--- config.mk ---
export PLATFORM = sky130hd
export DESIGN_NAME = decimal_entry
export DESIGN_NICKNAME = d
export VERILOG_FILES = /design/src/rtl/decimal_entry_pkg.sv /design/src/rtl/edge_sync.sv /design/src/rtl/decimal_entry.sv
export SDC_FILE = /design/constraint.sdc
export NUM_CORES = 1
export LEC_CHECK = 0
export ABC_CLOCK_PERIOD_IN_PS = 6550
export CAP_MARGIN = 25
export CORE_ASPECT_RATIO = 1.5
export CORE_MARGIN = 2
export CORE_UTILIZATION = 45
export CTS_CLUSTER_DIAMETER = 40
export DETAILED_ROUTE_END_ITERATION = 8
export GPL_TIMING_DRIVEN = 0
export HOLD_SLACK_MARGIN = 0.03
export PLACE_DENSITY_LB_ADDON = 0.05
export SLEW_MARGIN = 30
export SYNTH_ARGS = -nofsm -noshare
export SYNTH_HDL_FRONTEND = slang
export SYNTH_SLANG_ARGS = --single-unit
--- constraint.sdc ---
create_clock -name clk_2 -period 6.55 [get_ports clk_2]
set_clock_uncertainty 0.2 [all_clocks]
set_input_delay 0.9825 -clock clk_2 [delete_from_list [all_inputs] [get_ports clk_2]]
set_output_delay 0.9825 -clock clk_2 [all_outputs]
set_load 0.01 [all_outputs]
--- src/rtl/decimal_entry_pkg.sv ---
// Shared types, seven-segment patterns and the BCD decoder for decimal_entry.
package decimal_entry_pkg;

   typedef enum logic [1:0] {
      EMPTY = 2'd0,
      ENTRY = 2'd1,
      FULL  = 2'd2,
      ERROR = 2'd3
   } state_t;

   localparam logic [7:0] SEG_0     = 8'h3F;
   localparam logic [7:0] SEG_1     = 8'h06;
   localparam logic [7:0] SEG_2     = 8'h5B;
   localparam logic [7:0] SEG_3     = 8'h4F;
   localparam logic [7:0] SEG_4     = 8'h66;
   localparam logic [7:0] SEG_5     = 8'h6D;
   localparam logic [7:0] SEG_6     = 8'h7D;
   localparam logic [7:0] SEG_7     = 8'h07;
   localparam logic [7:0] SEG_8     = 8'h7F;
   localparam logic [7:0] SEG_9     = 8'h6F;
   localparam logic [7:0] SEG_BLANK = 8'h00;
   localparam logic [7:0] SEG_E     = 8'h79;
   localparam logic [7:0] SEG_DP    = 8'h80;

   // Active-high segment pattern for one BCD digit; non-BCD codes blank.
   function automatic logic [7:0] bcd_to_seg(input logic [3:0] d);
      logic [7:0] s;
      case (d)
         4'd0:    s = SEG_0;
         4'd1:    s = SEG_1;
         4'd2:    s = SEG_2;
         4'd3:    s = SEG_3;
         4'd4:    s = SEG_4;
         4'd5:    s = SEG_5;
         4'd6:    s = SEG_6;
         4'd7:    s = SEG_7;
         4'd8:    s = SEG_8;
         4'd9:    s = SEG_9;
         default: s = SEG_BLANK;
      endcase
      return s;
   endfunction

endpackage

--- src/rtl/edge_sync.sv ---
// Two-flop synchronizer followed by a rising-edge detector for a switch level.
// pulse_c is decoded purely from flops, so it carries no path from the input pin.
module edge_sync (
   input  logic clk_2,
   input  logic reset,
   input  logic level,
   output logic pulse_c
);

   logic s1_q;
   logic s2_q;
   logic prev_q;

   // Synchronizer chain plus one-cycle history for edge detection.
   always_ff @(posedge clk_2) begin
      if (reset) begin
         s1_q   <= 1'b0;
         s2_q   <= 1'b0;
         prev_q <= 1'b0;
      end else begin
         s1_q   <= level;
         s2_q   <= s1_q;
         prev_q <= s2_q;
      end
   end

   assign pulse_c = s2_q & ~prev_q;

endmodule

--- src/rtl/decimal_entry.sv ---
// Keypad-style decimal entry: accumulates BCD digits into a binary value,
// echoes the last digit on a seven-segment display and hands the number on at commit.
module decimal_entry
   import decimal_entry_pkg::*;
#(
   parameter int unsigned NBITS      = 8,
   parameter int unsigned MAX_DIGITS = 3
) (
   input  logic             clk_2,
   input  logic             reset,
   input  logic [3:0]       digit,
   input  logic             enter,
   input  logic             commit,
   output logic [NBITS-1:0] value,
   output logic             value_valid,
   output logic [1:0]       ndigits,
   output logic             error,
   output logic [7:0]       seg
);

   localparam int unsigned SUM_W = NBITS + 4;

   state_t             state_q;
   state_t             state_nxt;
   logic [NBITS-1:0]   acc_q;
   logic [NBITS-1:0]   acc_nxt;
   logic [NBITS-1:0]   value_nxt;
   logic [1:0]         ndig_nxt;
   logic [3:0]         last_q;
   logic [3:0]         last_nxt;
   logic               valid_nxt;
   logic [7:0]         seg_nxt;
   logic               error_nxt;
   logic [SUM_W-1:0]   sum_c;
   logic               overflow_c;
   logic               enter_ev_c;
   logic               commit_ev_c;

   edge_sync u_enter_sync (
      .clk_2   (clk_2),
      .reset   (reset),
      .level   (enter),
      .pulse_c (enter_ev_c)
   );

   edge_sync u_commit_sync (
      .clk_2   (clk_2),
      .reset   (reset),
      .level   (commit),
      .pulse_c (commit_ev_c)
   );

   // Wide enough that acc*10+9 never wraps before the overflow test.
   assign sum_c      = SUM_W'(acc_q) * SUM_W'(10) + SUM_W'(digit);
   assign overflow_c = |sum_c[SUM_W-1:NBITS];

   // State register.
   always_ff @(posedge clk_2) begin
      if (reset) state_q <= EMPTY;
      else       state_q <= state_nxt;
   end

   // Next state and datapath updates; commit takes priority over enter.
   always_comb begin
      state_nxt = state_q;
      acc_nxt   = acc_q;
      ndig_nxt  = ndigits;
      last_nxt  = last_q;
      value_nxt = value;
      valid_nxt = 1'b0;
      if (commit_ev_c) begin
         case (state_q)
            ENTRY, FULL: begin
               value_nxt = acc_q;
               valid_nxt = 1'b1;
               acc_nxt   = '0;
               ndig_nxt  = 2'd0;
               state_nxt = EMPTY;
            end
            ERROR: begin
               acc_nxt   = '0;
               ndig_nxt  = 2'd0;
               state_nxt = EMPTY;
            end
            default: ;
         endcase
      end else if (enter_ev_c && (state_q == EMPTY || state_q == ENTRY)) begin
         if (digit > 4'd9 || overflow_c) begin
            state_nxt = ERROR;
         end else begin
            acc_nxt   = sum_c[NBITS-1:0];
            ndig_nxt  = ndigits + 2'd1;
            last_nxt  = digit;
            state_nxt = (ndigits + 2'd1 == 2'(MAX_DIGITS)) ? FULL : ENTRY;
         end
      end
   end

   // Display and error flag decoded from the state being entered.
   always_comb begin
      seg_nxt   = SEG_BLANK;
      error_nxt = 1'b0;
      case (state_nxt)
         EMPTY: seg_nxt = SEG_BLANK;
         ENTRY: seg_nxt = bcd_to_seg(last_nxt);
         FULL:  seg_nxt = bcd_to_seg(last_nxt) | SEG_DP;
         ERROR: begin
            seg_nxt   = SEG_E;
            error_nxt = 1'b1;
         end
         default: seg_nxt = SEG_BLANK;
      endcase
   end

   // Datapath and output registers.
   always_ff @(posedge clk_2) begin
      if (reset) begin
         acc_q       <= '0;
         last_q      <= 4'd0;
         value       <= '0;
         value_valid <= 1'b0;
         ndigits     <= 2'd0;
         error       <= 1'b0;
         seg         <= SEG_BLANK;
      end else begin
         acc_q       <= acc_nxt;
         last_q      <= last_nxt;
         value       <= value_nxt;
         value_valid <= valid_nxt;
         ndigits     <= ndig_nxt;
         error       <= error_nxt;
         seg         <= seg_nxt;
      end
   end

endmodule

# Word level (Yosys, flattened, before mapping)
# Memory sizes are Yosys's and may differ from the RTL's.
# Cells that the tools add are included.
# classes
n_addsub	2
multipliers	1
magnitude_cmp	1
n_eq_ne	9
mux	19
bitwise_logic	5
reduce_logical	12
# ops
operator	count
2-to-1 mux 8 bit	4
one-hot mux 8 bit (4 select lines)	1
2-to-1 mux 2 bit	9
adder 12 x 4 -> 12 bit	1
2-to-1 mux 4 bit	3
multiplier 8 x 3 -> 11 bit (second input constant)	1
equality test 2 bit (second input constant)	5
equality test 2 x 1 -> 1 bit (second input constant)	2
> comparator 4 bit (second input constant)	1
logical NOT 2 bit	2
!= test 2 bit (second input constant)	2
OR reduction 2 bit	2
OR reduction 4 bit	1
NOT 1 bit	3
AND reduction 3 bit	1
OR reduction 3 bit	1
adder 2 x 1 -> 2 bit (second input constant)	1
bitwise AND 1 bit	2
logical OR 1 bit	2
2-to-1 mux 1 bit	2
AND reduction 2 bit	1
nonzero test 2 bit	1
logical AND 1 bit	1
# totals
reg_bits	40
romBits	224
input_bits	8
output_inout_bits	20
wordCells	65
mem_count	2
# memory_table
name	words	width	rd	rd_ports_with_merged_regs	write_ports	line	rtl
(no name shown)	16	7	1	0	0	decimal_entry_pkg.sv:28	case (d)
(no name shown)	16	7	1	0	0	decimal_entry_pkg.sv:28	

# Depth between registers and ports, before layout
# Gate-level depths: netlist of run 1.
# depth
ltp_word	9
mapped_depth	13
mapped_depth_nobuf	13

# Modules after synthesis
# Synthesis of run 1 repeated with hierarchy kept, for this count alone.
# hier_totals
cells_unflattened	242
hier_area_um2	2143.3
# modules_own_cells
module	instances	cells_per_inst	area_each_um2	seq_area_each_um2
decimal_entry	1	228	1968.1	680.7
edge_sync	2	7	87.6	60.1

# Worst setup path before layout of run 1
# Ideal clock, no wire load.
# synth_path
path_kind	in2reg
from	input digit[1]
to	register seg[3]
setup_time_ps	79
arrival_time_ps	3452
required_time_ps	6271
slack_ps	2819
stages	11
n_path_buf	0
cell_sequence	ha_1 fa_1 a21oi_1 nand4_1 mux2i_1 nand2_1 mux2i_1 inv_1 ha_1 mux2_1 a22oi_1
# synth_between
elab_chain_cells	8
elab_cells_between_ends	17
cone_classes	1 x add/sub; 1 x order compare; 3 x eq/ne; 7 x mux; 3 x reduce/logical; 2 x memory
# synth_lines
element	line	rtl
from (decl)	decimal_entry.sv:11	input logic [3:0] digit,
adder 12 x 4 -> 12 bit	decimal_entry.sv:54	assign sum_c = SUM_W'(acc_q) * SUM_W'(10) + SUM_W'(digit);
OR reduction 4 bit	decimal_entry.sv:55	assign overflow_c = |sum_c[SUM_W-1:NBITS];
logical OR 1 bit	decimal_entry.sv:88	if (digit > 4'd9 || overflow_c) begin
2-to-1 mux 4 bit (*)	decimal_entry.sv:88	
2-to-1 mux 4 bit (*)	decimal_entry.sv:87	end else if (enter_ev_c && (state_q == EMPTY || state_q == ENTRY)) begin
2-to-1 mux 4 bit (*)	decimal_entry.sv:71	if (commit_ev_c) begin
net last_nxt[1]	decimal_entry.sv:30	logic [3:0] last_nxt;
memory (16 x 7 bit)	n/a	
one-hot mux 8 bit (4 select lines) (*)	decimal_entry.sv:103	case (state_nxt)
to (signal assigned)	decimal_entry.sv:132	seg <= seg_nxt;
to (decl)	decimal_entry.sv:18	output logic [7:0] seg
# The timed path passes the listed nets; every way through them passes the cells marked *.
# A chain may end at the register's enable or synchronous reset.

# Final worst setup path of run 1
# layout_path
from	input digit[1]
to	register seg[0]
# layout_between
elab_chain_cells	8
elab_cells_between_ends	17
cone_classes	1 x add/sub; 1 x order compare; 3 x eq/ne; 7 x mux; 3 x reduce/logical; 2 x memory
# layout_lines
element	line
adder 12 x 4 -> 12 bit	decimal_entry.sv:54
OR reduction 4 bit	decimal_entry.sv:55
logical OR 1 bit (*)	decimal_entry.sv:88
2-to-1 mux 4 bit (*)	decimal_entry.sv:88
2-to-1 mux 4 bit (*)	decimal_entry.sv:87
2-to-1 mux 4 bit (*)	decimal_entry.sv:71
net last_nxt[0]	decimal_entry.sv:30
memory (16 x 7 bit)	n/a
one-hot mux 8 bit (4 select lines) (*)	decimal_entry.sv:103
# Marked as above.

==> reports/metrics.cfg, run 1 <==
[die]
die_area_um2 = 5380
fp.dieH_um = 88.8
core_um2 = 4580
initial_core_util = 0.471
rows = 30
ios = 28
die_w_um = 60.5

[detailed_routing]
via_count = 1780
wl_per_cell_um = 13.6
dr.max_layer_used = met4
drt-pass1-iter-count = 4
ant_nets = 0
drt_iter0_markers = 67
m1WireLength_mm = 1.92
drt-total-wl_mm = 4.58
drc = 0
wl_met3_um = 107
wl_met2_mm = 2.46
viasPerCell = 5.30

[placed_design]
preCtsSetupSlack_ns = 1.73
routabilityCongestion = 0.862
port_buffers = 27
place_inst = 328
dpl.hpwl_mm = 3.59

[critical_path]
setup.worst_path.class = in2reg
critPathLaunchType = primary input
arrival_ns = 4.56
cp_max_fo = 5
critical_path_required_ns = 6.56
end_kind = flop

[sta]
fmax_mhz = 220
hold_viol_final = 0
setup_tns_ns = 0
min_period_over_period = 0.694
min_period_ns = 4.55
slew_viol_final = 0
max_slew_margin = 0.504
finalSetupViolations = 0
setup_slack_ns = 2.00
worst_pin_slew_ns = 0.737
grt_setup_unrepaired = no

[global_routing]
grt_use_total = 0.187
grt-ovfl-total = 0
grt_pass1_wl_mm = 7.63
grt_pass1_vias = 1767
antenna_found_initial = 0
grt_max_degree = 14

[clocking]
insertion_delay_ns = 0.29
htree_levels = 2
ctsResizeCount = 0
postCtsSetupBuffers = 0
cts_tree = yes
root_buffer = clkbuf_8
cts_sinks = 40
cts_buffers = 5
ctsLongestPathBuffers = 2
hold_buffers = 0
path_clk_slew_ns = 0.08

[synth]
syn_nets = 270
async_flop_share = 0
ys_types = 46
synthCells = 237
avgSynthCellArea_um2 = 9.11
synthFlopType = dfxtp_1
synth-edff-count = 0
yosysSeqAreaShare = 0.371
synth_area_um2 = 2160
yosysMostFrequentCell = dfxtp_1
ys_warn_count = 0
yosys-top-cells-area = dfxtp_1 (37%), ha_1 (13%), mux2i_1 (5.6%)
yosys-top-cells-count = dfxtp_1 (40), nor2_1 (28), ha_1 (23)
yosys.area.top_type = dfxtp_1
synth_top_cell_area_share = 0.371
ys_ff_latch = 40

[finish]
num_antenna_cells = 0
fill_cells = 456
final_layout_size_suffix_gt1_frac = 0.0735
area_delta_synth_final_pct = 21.9
nNetsFinal = 304
final_cell_count_no_fill = 336

[job]
drv_cap = 0

[power]
power.density_nw_per_um2 = 201
leakage_nw = 1.15
max-vdd-ir-drop_uv = 169

[worst_hold_path]
hp-class = reg2reg

[status]
status = finished, final reports clean

report_power, final:
part | total [mW] | internal [mW] | switching [mW]
Combinational | 0.0600 | 0.0287 | 0.0313
Sequential | 0.255 | 0.251 | 0.00400
Clock | 0.213 | 0.125 | 0.0888
Total | 0.529 | 0.405 | 0.124
logic make-up (layout without fill, tap and decap cells):
| kind of cell | after synthesis | in the layout | share of synthesized area |
|---|---|---|---|
| xor+xnor | 6 | 6 | 0.0243 |
| buf+inv | 20 | 55 | 0.0394 |
| compound gates | 48 | 48 | 0.156 |
| mux | 15 | 15 | 0.0713 |
| fa+ha+maj | 25 | 25 | 0.152 |
| simple gates | 83 | 83 | 0.186 |
| flops | 40 | 40 | 0.371 |
critical path: stages:
cell and delay, ns:
clkdlybuf4s50_1 0.49, ha_1 0.28, fa_1 0.41, a21oi_1 0.34
nand4_1 0.16, mux2i_1 0.36, nand2_1 0.26, mux2i_1 0.42
inv_1 0.15, ha_1 0.24, mux2_1 0.31, a22oi_1 0.15
sequential cells by signal (all words and copies together) (netlist names), 2 cells and up:
signal	count
ndigits	2
value	8
seg	8
state_q	2
acc_q	8
last_q	4
per-layer routing:
layer / up-vias / GRT usage
li1: 901 / -
met1: 835 / 0.201
met2: 34 / 0.352
met3: 10 / 0.0278
met4: 0 / 0.0771
met5: - / 0
cell usage in the layout (no fill, tap or decap), types with 2 or more instances in the layout:
cell and instances:
a211o_1 2, a211oi_1 2, a21o_1 3, a21oi_1 16
a22oi_1 3, a2bb2oi_1 2, a311oi_1 2, a31oi_1 3
and2_1 2, and3_1 3, buf_2 2, clkbuf_1 5
clkbuf_8 6, clkdlybuf4s50_1 27, dfxtp_1 40, fa_1 2
ha_1 23, inv_1 11, mux2_1 2, mux2i_1 12
nand2_1 17, nand2b_1 2, nand3_1 12, nor2_1 28
nor2b_1 7, nor3_1 3, o21ai_0 5, o31ai_1 3
or2_2 2, xnor2_1 4, xor2_1 2
final cells by class:
class                   instances  area, µm²  share of cell area
plain buffers                   8       40.0              0.0152
clock buffers                   6       82.6              0.0314
clock inverters                 2       38.8              0.0147
inverters                      12       45.0              0.0171
multi-input cells             177       1270               0.484
flip-flops and latches         40        801               0.304
well taps                      64       80.1              0.0304
repair buffers                 27        270               0.103
path summary, 6_finish.rpt:
check,endpoint,cells after the start,startpoint,slack (ns)
worst max-delay path,seg[0]$_SDFF_PP0_,12,digit[1],2.00
worst min-delay path,u_commit_sync.s2_q$_SDFF_PP0_,1,u_commit_sync.s1_q$_SDFF_PP0_,0.24
worst max register to register,seg[0]$_SDFF_PP0_,13,acc_q[1]$_SDFFE_PP0P_,2.26
worst min register to register,u_commit_sync.s2_q$_SDFF_PP0_,1,u_commit_sync.s1_q$_SDFF_PP0_,0.24
metrics by stage:
stage	power [mW]	util	hold WS (ns)	instance area [µm²]
3_3_place_gp	0.320	0.548	0.223	2510
4_1_cts	0.533	0.574	0.253	2630
5_1_grt	0.548	0.574	0.266	2630
3_5_place_dp	0.321	0.548	0.234	2510
6_report	0.529	0.574	0.242	2630
2_1_floorplan	0.296	-	0.214	2160
Power figures use the tool's default switching activity.
==> run 2: changes to the inputs <==
Settings changed: ABC_CLOCK_PERIOD_IN_PS 6550 to 4600.
Clock period 6.55 ns to 4.6 ns, I/O delays scaled along.
==> results of run 2 <==
The final DEF is identical to that of run 1. Status: finished, final reports clean.
Among the figures that moved: setup slack after placement 1.73 ns -> 0.0750 ns; setup slack after layout 2.00 ns -> 0.305 ns; start point of the critical path digit[1] -> acc_q[1]$_SDFFE_PP0P_; register-to-register setup slack 2.26 ns -> 0.31 ns; total power 0.529 mW -> 0.753 mW; worst IR drop on VDD 169 µV -> 241 µV
